===== src/rtl/mips_pkg.sv =====
// ----------------------------------------------------------------------------
// mips_pkg
// Shared definitions for the 16-bit pipelined MIPS front end.
//   ADDR_W / INSN_W    : default address and instruction widths
//   pc_t / insn_t      : word types for program counters and instructions
//   NOP_INSN           : bubble encoding placed into pipeline registers
//   HALT_INSN          : encoding that stops instruction fetch
//   RESET_PC           : default program counter after reset
//   fetch_state_t      : fetch FSM states (RUN, HALT)
//   pc_inc()           : wrapping word increment of a program counter
// ----------------------------------------------------------------------------
package mips_pkg;

    localparam int ADDR_W = 16;
    localparam int INSN_W = 16;

    typedef logic [ADDR_W-1:0] pc_t;
    typedef logic [INSN_W-1:0] insn_t;

    localparam insn_t NOP_INSN  = 16'h0000;
    localparam insn_t HALT_INSN = 16'hFFFF;
    localparam pc_t   RESET_PC  = 16'h0000;

    typedef enum logic {
        RUN  = 1'b0,
        HALT = 1'b1
    } fetch_state_t;

    // Word-addressed increment; rolls over from all-ones to zero silently.
    function automatic pc_t pc_inc(input pc_t pc);
        return pc + pc_t'(1);
    endfunction

endpackage


===== src/rtl/if_id_reg.sv =====
// ----------------------------------------------------------------------------
// if_id_reg
// Pipeline register between fetch and decode, with a load enable and a
// synchronous flush that turns the slot into a bubble.
//   clk, rst_n        : clock, asynchronous active-low reset
//   load_en           : capture the *_in values this edge (low = hold)
//   flush             : force a bubble this edge; wins over load_en
//   ins_in            : instruction to capture
//   pc_plus1_in       : PC+1 belonging to ins_in
//   valid_in          : ins_in is a real instruction
//   ins_out           : registered instruction
//   pc_plus1_out      : registered PC+1
//   valid_out         : registered valid flag
// ----------------------------------------------------------------------------
module if_id_reg #(
    parameter int                 ADDR_W   = 16,
    parameter int                 INSN_W   = 16,
    parameter logic [INSN_W-1:0]  NOP_INSN = '0
) (
    input  logic              clk,
    input  logic              rst_n,
    input  logic              load_en,
    input  logic              flush,
    input  logic [INSN_W-1:0] ins_in,
    input  logic [ADDR_W-1:0] pc_plus1_in,
    input  logic              valid_in,
    output logic [INSN_W-1:0] ins_out,
    output logic [ADDR_W-1:0] pc_plus1_out,
    output logic              valid_out
);

    logic [INSN_W-1:0] ins_q,      ins_d;
    logic [ADDR_W-1:0] pc_plus1_q, pc_plus1_d;
    logic              valid_q,    valid_d;

    // A flush keeps the old PC+1: nothing downstream looks at it while the
    // slot is a bubble, so there is no reason to clear it.
    always_comb begin
        ins_d      = ins_q;
        pc_plus1_d = pc_plus1_q;
        valid_d    = valid_q;
        if (flush) begin
            ins_d   = NOP_INSN;
            valid_d = 1'b0;
        end else if (load_en) begin
            ins_d      = ins_in;
            pc_plus1_d = pc_plus1_in;
            valid_d    = valid_in;
        end
    end

    always_ff @(posedge clk or negedge rst_n) begin
        if (!rst_n) begin
            ins_q      <= NOP_INSN;
            pc_plus1_q <= '0;
            valid_q    <= 1'b0;
        end else begin
            ins_q      <= ins_d;
            pc_plus1_q <= pc_plus1_d;
            valid_q    <= valid_d;
        end
    end

    assign ins_out      = ins_q;
    assign pc_plus1_out = pc_plus1_q;
    assign valid_out    = valid_q;

endmodule


===== src/rtl/fetch_stage.sv =====
// ----------------------------------------------------------------------------
// fetch_stage
// Instruction-fetch stage: owns the PC, addresses a synchronous-read
// instruction memory (data one cycle after the address) and feeds the IF/ID
// register. Handles stalls, branch/jump redirects with flush, and halting.
//   clk, rst_n        : clock, asynchronous active-low reset
//   stall             : hold PC and IF/ID this cycle
//   redirect          : taken branch/jump, kills younger fetches
//   redirect_pc       : redirect target
//   imem_addr         : address to instruction memory
//   imem_ins          : memory data for the address of the previous cycle
//   if_id_ins         : instruction to decode
//   if_id_pc_plus1    : PC+1 of if_id_ins
//   if_id_valid       : if_id_ins is a real instruction
//   halted            : fetch is stopped on a halt instruction
//   fetch_count       : saturating count of valid instructions delivered
// ----------------------------------------------------------------------------
module fetch_stage
    import mips_pkg::*;
#(
    parameter int                ADDR_W    = mips_pkg::ADDR_W,
    parameter int                INSN_W    = mips_pkg::INSN_W,
    parameter logic [ADDR_W-1:0] RESET_PC  = mips_pkg::RESET_PC,
    parameter logic [INSN_W-1:0] HALT_INSN = mips_pkg::HALT_INSN,
    parameter logic [INSN_W-1:0] NOP_INSN  = mips_pkg::NOP_INSN
) (
    input  logic              clk,
    input  logic              rst_n,
    input  logic              stall,
    input  logic              redirect,
    input  logic [ADDR_W-1:0] redirect_pc,
    output logic [ADDR_W-1:0] imem_addr,
    input  logic [INSN_W-1:0] imem_ins,
    output logic [INSN_W-1:0] if_id_ins,
    output logic [ADDR_W-1:0] if_id_pc_plus1,
    output logic              if_id_valid,
    output logic              halted,
    output logic [15:0]       fetch_count
);

    localparam logic [ADDR_W-1:0] PC_ONE    = 1;
    localparam logic [15:0]       COUNT_MAX = 16'hFFFF;

    fetch_state_t      state_q, state_d;
    logic [ADDR_W-1:0] pc_q, pc_d;
    logic [ADDR_W-1:0] f2_pc_q, f2_pc_d;
    logic              f2_valid_q, f2_valid_d;
    logic [15:0]       fetch_count_q, fetch_count_d;

    logic              if_id_load;
    logic              if_id_flush;
    logic [ADDR_W-1:0] f2_pc_plus1;

    assign f2_pc_plus1 = f2_pc_q + PC_ONE;

    // During a stall the address already in flight is presented again, so
    // the memory keeps returning the same word and no skid buffer is needed.
    // A redirect in the same cycle overrides the replay.
    assign imem_addr = (stall && !redirect) ? f2_pc_q : pc_q;

    // Next-state logic. Priority is redirect, then stall, then the HALT
    // state, then normal sequential fetch. A halt instruction is delivered
    // valid on the same edge that moves the FSM into HALT.
    always_comb begin
        state_d       = state_q;
        pc_d          = pc_q;
        f2_pc_d       = f2_pc_q;
        f2_valid_d    = f2_valid_q;
        fetch_count_d = fetch_count_q;
        if_id_load    = 1'b0;
        if_id_flush   = 1'b0;

        if (redirect) begin
            pc_d        = redirect_pc;
            f2_valid_d  = 1'b0;
            if_id_flush = 1'b1;
            state_d     = RUN;
        end else if (stall) begin
            // everything holds
        end else if (state_q == HALT) begin
            f2_valid_d  = 1'b0;
            if_id_flush = 1'b1;
        end else begin
            if_id_load = 1'b1;
            f2_pc_d    = pc_q;
            f2_valid_d = 1'b1;
            pc_d       = pc_q + PC_ONE;
            if (f2_valid_q) begin
                if (fetch_count_q != COUNT_MAX) begin
                    fetch_count_d = fetch_count_q + 16'd1;
                end
                if (imem_ins == HALT_INSN) begin
                    state_d = HALT;
                end
            end
        end
    end

    always_ff @(posedge clk or negedge rst_n) begin
        if (!rst_n) begin
            state_q       <= RUN;
            pc_q          <= RESET_PC;
            f2_pc_q       <= '0;
            f2_valid_q    <= 1'b0;
            fetch_count_q <= '0;
        end else begin
            state_q       <= state_d;
            pc_q          <= pc_d;
            f2_pc_q       <= f2_pc_d;
            f2_valid_q    <= f2_valid_d;
            fetch_count_q <= fetch_count_d;
        end
    end

    if_id_reg #(
        .ADDR_W   (ADDR_W),
        .INSN_W   (INSN_W),
        .NOP_INSN (NOP_INSN)
    ) u_if_id (
        .clk          (clk),
        .rst_n        (rst_n),
        .load_en      (if_id_load),
        .flush        (if_id_flush),
        .ins_in       (imem_ins),
        .pc_plus1_in  (f2_pc_plus1),
        .valid_in     (f2_valid_q),
        .ins_out      (if_id_ins),
        .pc_plus1_out (if_id_pc_plus1),
        .valid_out    (if_id_valid)
    );

    assign halted      = (state_q == HALT);
    assign fetch_count = fetch_count_q;

endmodule


===== config.mk =====
export PLATFORM = sky130hd
export DESIGN_NAME = fetch_stage
export DESIGN_NICKNAME = d
export VERILOG_FILES = /design/src/rtl/mips_pkg.sv /design/src/rtl/if_id_reg.sv /design/src/rtl/fetch_stage.sv
export SDC_FILE = /design/constraint.sdc
export NUM_CORES = 1
export LEC_CHECK = 0
export CAP_MARGIN = 20
export CELL_PAD_IN_SITES_DETAIL_PLACEMENT = 0
export CELL_PAD_IN_SITES_GLOBAL_PLACEMENT = 2
export CORE_ASPECT_RATIO = 1.2
export CORE_MARGIN = 2
export CORE_UTILIZATION = 30
export DETAILED_ROUTE_END_ITERATION = 6
export PLACE_DENSITY = 0.8
export SYNTH_ARGS = -nofsm -noshare
export SYNTH_HDL_FRONTEND = slang
export SYNTH_SLANG_ARGS = --single-unit

===== constraint.sdc =====
create_clock -name clk -period 4.2 [get_ports clk]
set_clock_uncertainty 0.2 [all_clocks]
set_input_delay 1.26 -clock clk [delete_from_list [all_inputs] [get_ports clk]]
set_output_delay 1.26 -clock clk [all_outputs]
set_load 0.05 [all_outputs]

==> metrics.txt <==
clock slew at reported path FFs=0.06 ns; first-pass GRT wire length=around 17 mm; Row Count=46; Routed WL=between 10 and 15 mm; dominant synthesized flop cell=dfrtp_1; Pwr Density=452 mW/mm^2; # placed instances=661; RSZ-0062 raised after global routing=false; register bit total from synthesis=83; H-tree Lvls=3; gpl congestion=0.794; Core Region=0.0131 mm^2; Die Y=131 um; Final Net Count=543; cts bufs inserted=9; via-per-instance ratio=4.75; WS Path Type=primary input to output port; class of the worst hold path=register to register; Distinct cells, synth=44; M3 GR Usage=2.58%; fillers=around 1,300; Req. time, crit path=2.74 ns; fin crit share=98.8%; Mean Syn Cell Area=around 10 um^2; total grt overflow=0; Critical Path Sink=imem_addr[4]; # setup viols final=0; Post-route DRC=0; CTS tree=built; Post-synth ARST share=100%; Worst Tran Pin Value=0.715 ns; initial core utilization=30.5%; ANT nets after route=0; Die Wd=110 um; RR Endpoint=fetch_count[1]; reg-to-reg critical path startpoint=fetch_count[0]; hpwl dp=approximately 7.6 mm; Port Buffers=101; GRT Total Usage=about 15%; Area growth, synth to finish=37.6%; worst rel slew slack=52.3%; met2 Use GR=25.2%; Most Crowded Layer GR=met2; Seq/Total Area, Yosys=51.8%; clock latency on the worst-skew pair=0.33 ns; setup_tns=0 ns; VDD IR max=0.232 mV; warnings from Yosys=0; routed via count=~3,200; Finished Core Util=42.0%; min-delay src=u_if_id.pc_plus1_out[1]; CP endpoint kind=output port; min cycle time layout=4.15 ns; FF-to-FF setup slack=2.04 ns; number of global-route vias before repair=~3,200; Sink Count=83; # Post-CTS Setup Buffers=0; fmax=241 MHz; Worst Setup SP=stall; Gate Count Post-Synth=402; drt pass-1 iters=4; worst reg2reg path depth=5; Root Buffer=clkbuf_16; setup slack after layout=0.0498 ns; largest net degree at the start of global routing=55; Synth Cell Area=0.00401 mm^2; clk buf depth=2; DIE AREA=between 0.01 and 0.015 mm^2; final hold viol count=0; GRT met1 Usage=19.7%; Leakage=2.36 nW; initial antenna violation count=0; Worst EP arrival=around 2.7 ns; Slew Limit Fails=0; total power=2.49 mW; max-cap violation count=0; Avg WL per Cell=around 15 um; Max Fanout on Critical Path=24; # diodes=0; count leader, synth=nand2_1; Synth area leader=dfrtp_1; Worst setup SP type=primary input; layout cells sized above 1=13.6%; io pins=102; final cell count without fillers=677; status=complete, no violations; list of most frequent post-synthesis cells=90 x nand2_1, 83 x dfrtp_1, 33 x o21ai_0; post-synth top area share=51.8%; net count after synthesis=roughly 440; pre-CTS WS=-0.0209 ns; Synth area leaders=dfrtp_1 52%, nand2_1 8.4%, xnor2_1 4.8%; Iter 0 DRT Violations=129; EDFF count, synth=0
## per-layer routing
layer / wire length [um] / up-vias
li1: - / 1611
met5: 0 / -
met3: 339 / 8
met2: 5190 / 60
met4: 165 / 0
met1: 4660 / 1537
## what timing repair did
item	in CTS	in global routing
hold buffers	0	0
resized for setup	1	0
endpoints found under the setup margin	13	0
## cell usage in the layout (no fill, tap or decap), drive strengths merged, types with 2 or more instances in the layout
master,synthesis,final
nor4,4,4
ha,3,3
and4,2,2
nor2,17,17
dfrtp,83,83
clkdlybuf4s50,0,84
o21ai,33,33
and3,3,3
nand4,16,16
xnor2,22,22
mux2,16,16
clkbuf,17,12
a31oi,4,4
and2,2,2
or3,4,4
nor3b,4,4
a22o,16,16
clkinvlp,0,2
buf,4,28
or4b,2,2
xor2,17,17
nor3,7,7
inv,5,5
nand2,90,90
nand3,19,19
nor4b,2,2
## report_power, final
part / leakage [nW] / switching [mW] / internal (mW) / total [mW]
registers: 1.06 / 0.115 / 0.895 / 1.01
logic: 1.16 / 0.435 / 0.254 / 0.689
clock network: 0.139 / 0.317 / 0.476 / 0.794
total: 2.36 / 0.867 / 1.63 / 2.49
## sequential cells by signal, summed over array words and instances, names as in the netlist
signal                flops
f2_valid_q                1
fetch_count              16
halted                    1
f2_pc_q                  16
u_if_id.pc_plus1_out     16
u_if_id.valid_out         1
u_if_id.ins_out          16
pc_q                     16
## cell type report
cell class / count / area [um^2] / share of cell area [%]
Inverter: 5 / 18.8 / 0.340
Multi-Input combinational cell: 293 / 1840 / 33.3
Clock inverter: 4 / 50.0 / 0.908
Sequential cell: 83 / 2080 / 37.7
Timing Repair Buffer: 112 / 1080 / 19.5
Tap cell: 168 / 210 / 3.81
Clock buffer: 12 / 246 / 4.47
## how the worst min path moves through the flow
stage,to,slack (ns),cells past startpoint
2_1_floorplan,f2_pc_q[15],0.27,2
3_3_place_gp,u_if_id.pc_plus1_out[1],0.26,2
3_5_place_dp,u_if_id.pc_plus1_out[1],0.27,2
4_1_cts,u_if_id.pc_plus1_out[1],0.28,2
5_1_grt,u_if_id.pc_plus1_out[7],0.30,2
6_report,u_if_id.pc_plus1_out[1],0.28,2
## kinds of logic after synthesis
family | after synthesis | synth area share (%)
xor gates and xnor gates | 39 | 8.52
buffers and inverters | 26 | 2.68
DFF | 83 | 51.8
muxes | 17 | 4.84
and+or+nand+nor | 177 | 22.2
AOI/OAI and AO/OA | 57 | 8.99
adders and majority gates | 3 | 0.937
## worst max-delay path, stage by stage
cell	delay (ns)
clkdlybuf4s50_1	0.48
nor2b_4	0.19
buf_12	0.19
mux2_2	0.36
buf_4	0.19
## stage by stage
step	instance area, um^2	hold WS [ns]
5_1_grt	5510	0.304
2_1_floorplan	4010	0.274
3_5_place_dp	5210	0.266
6_report	5510	0.275
3_3_place_gp	5210	0.263
4_1_cts	5510	0.281
(Power assumes the default switching activity.)
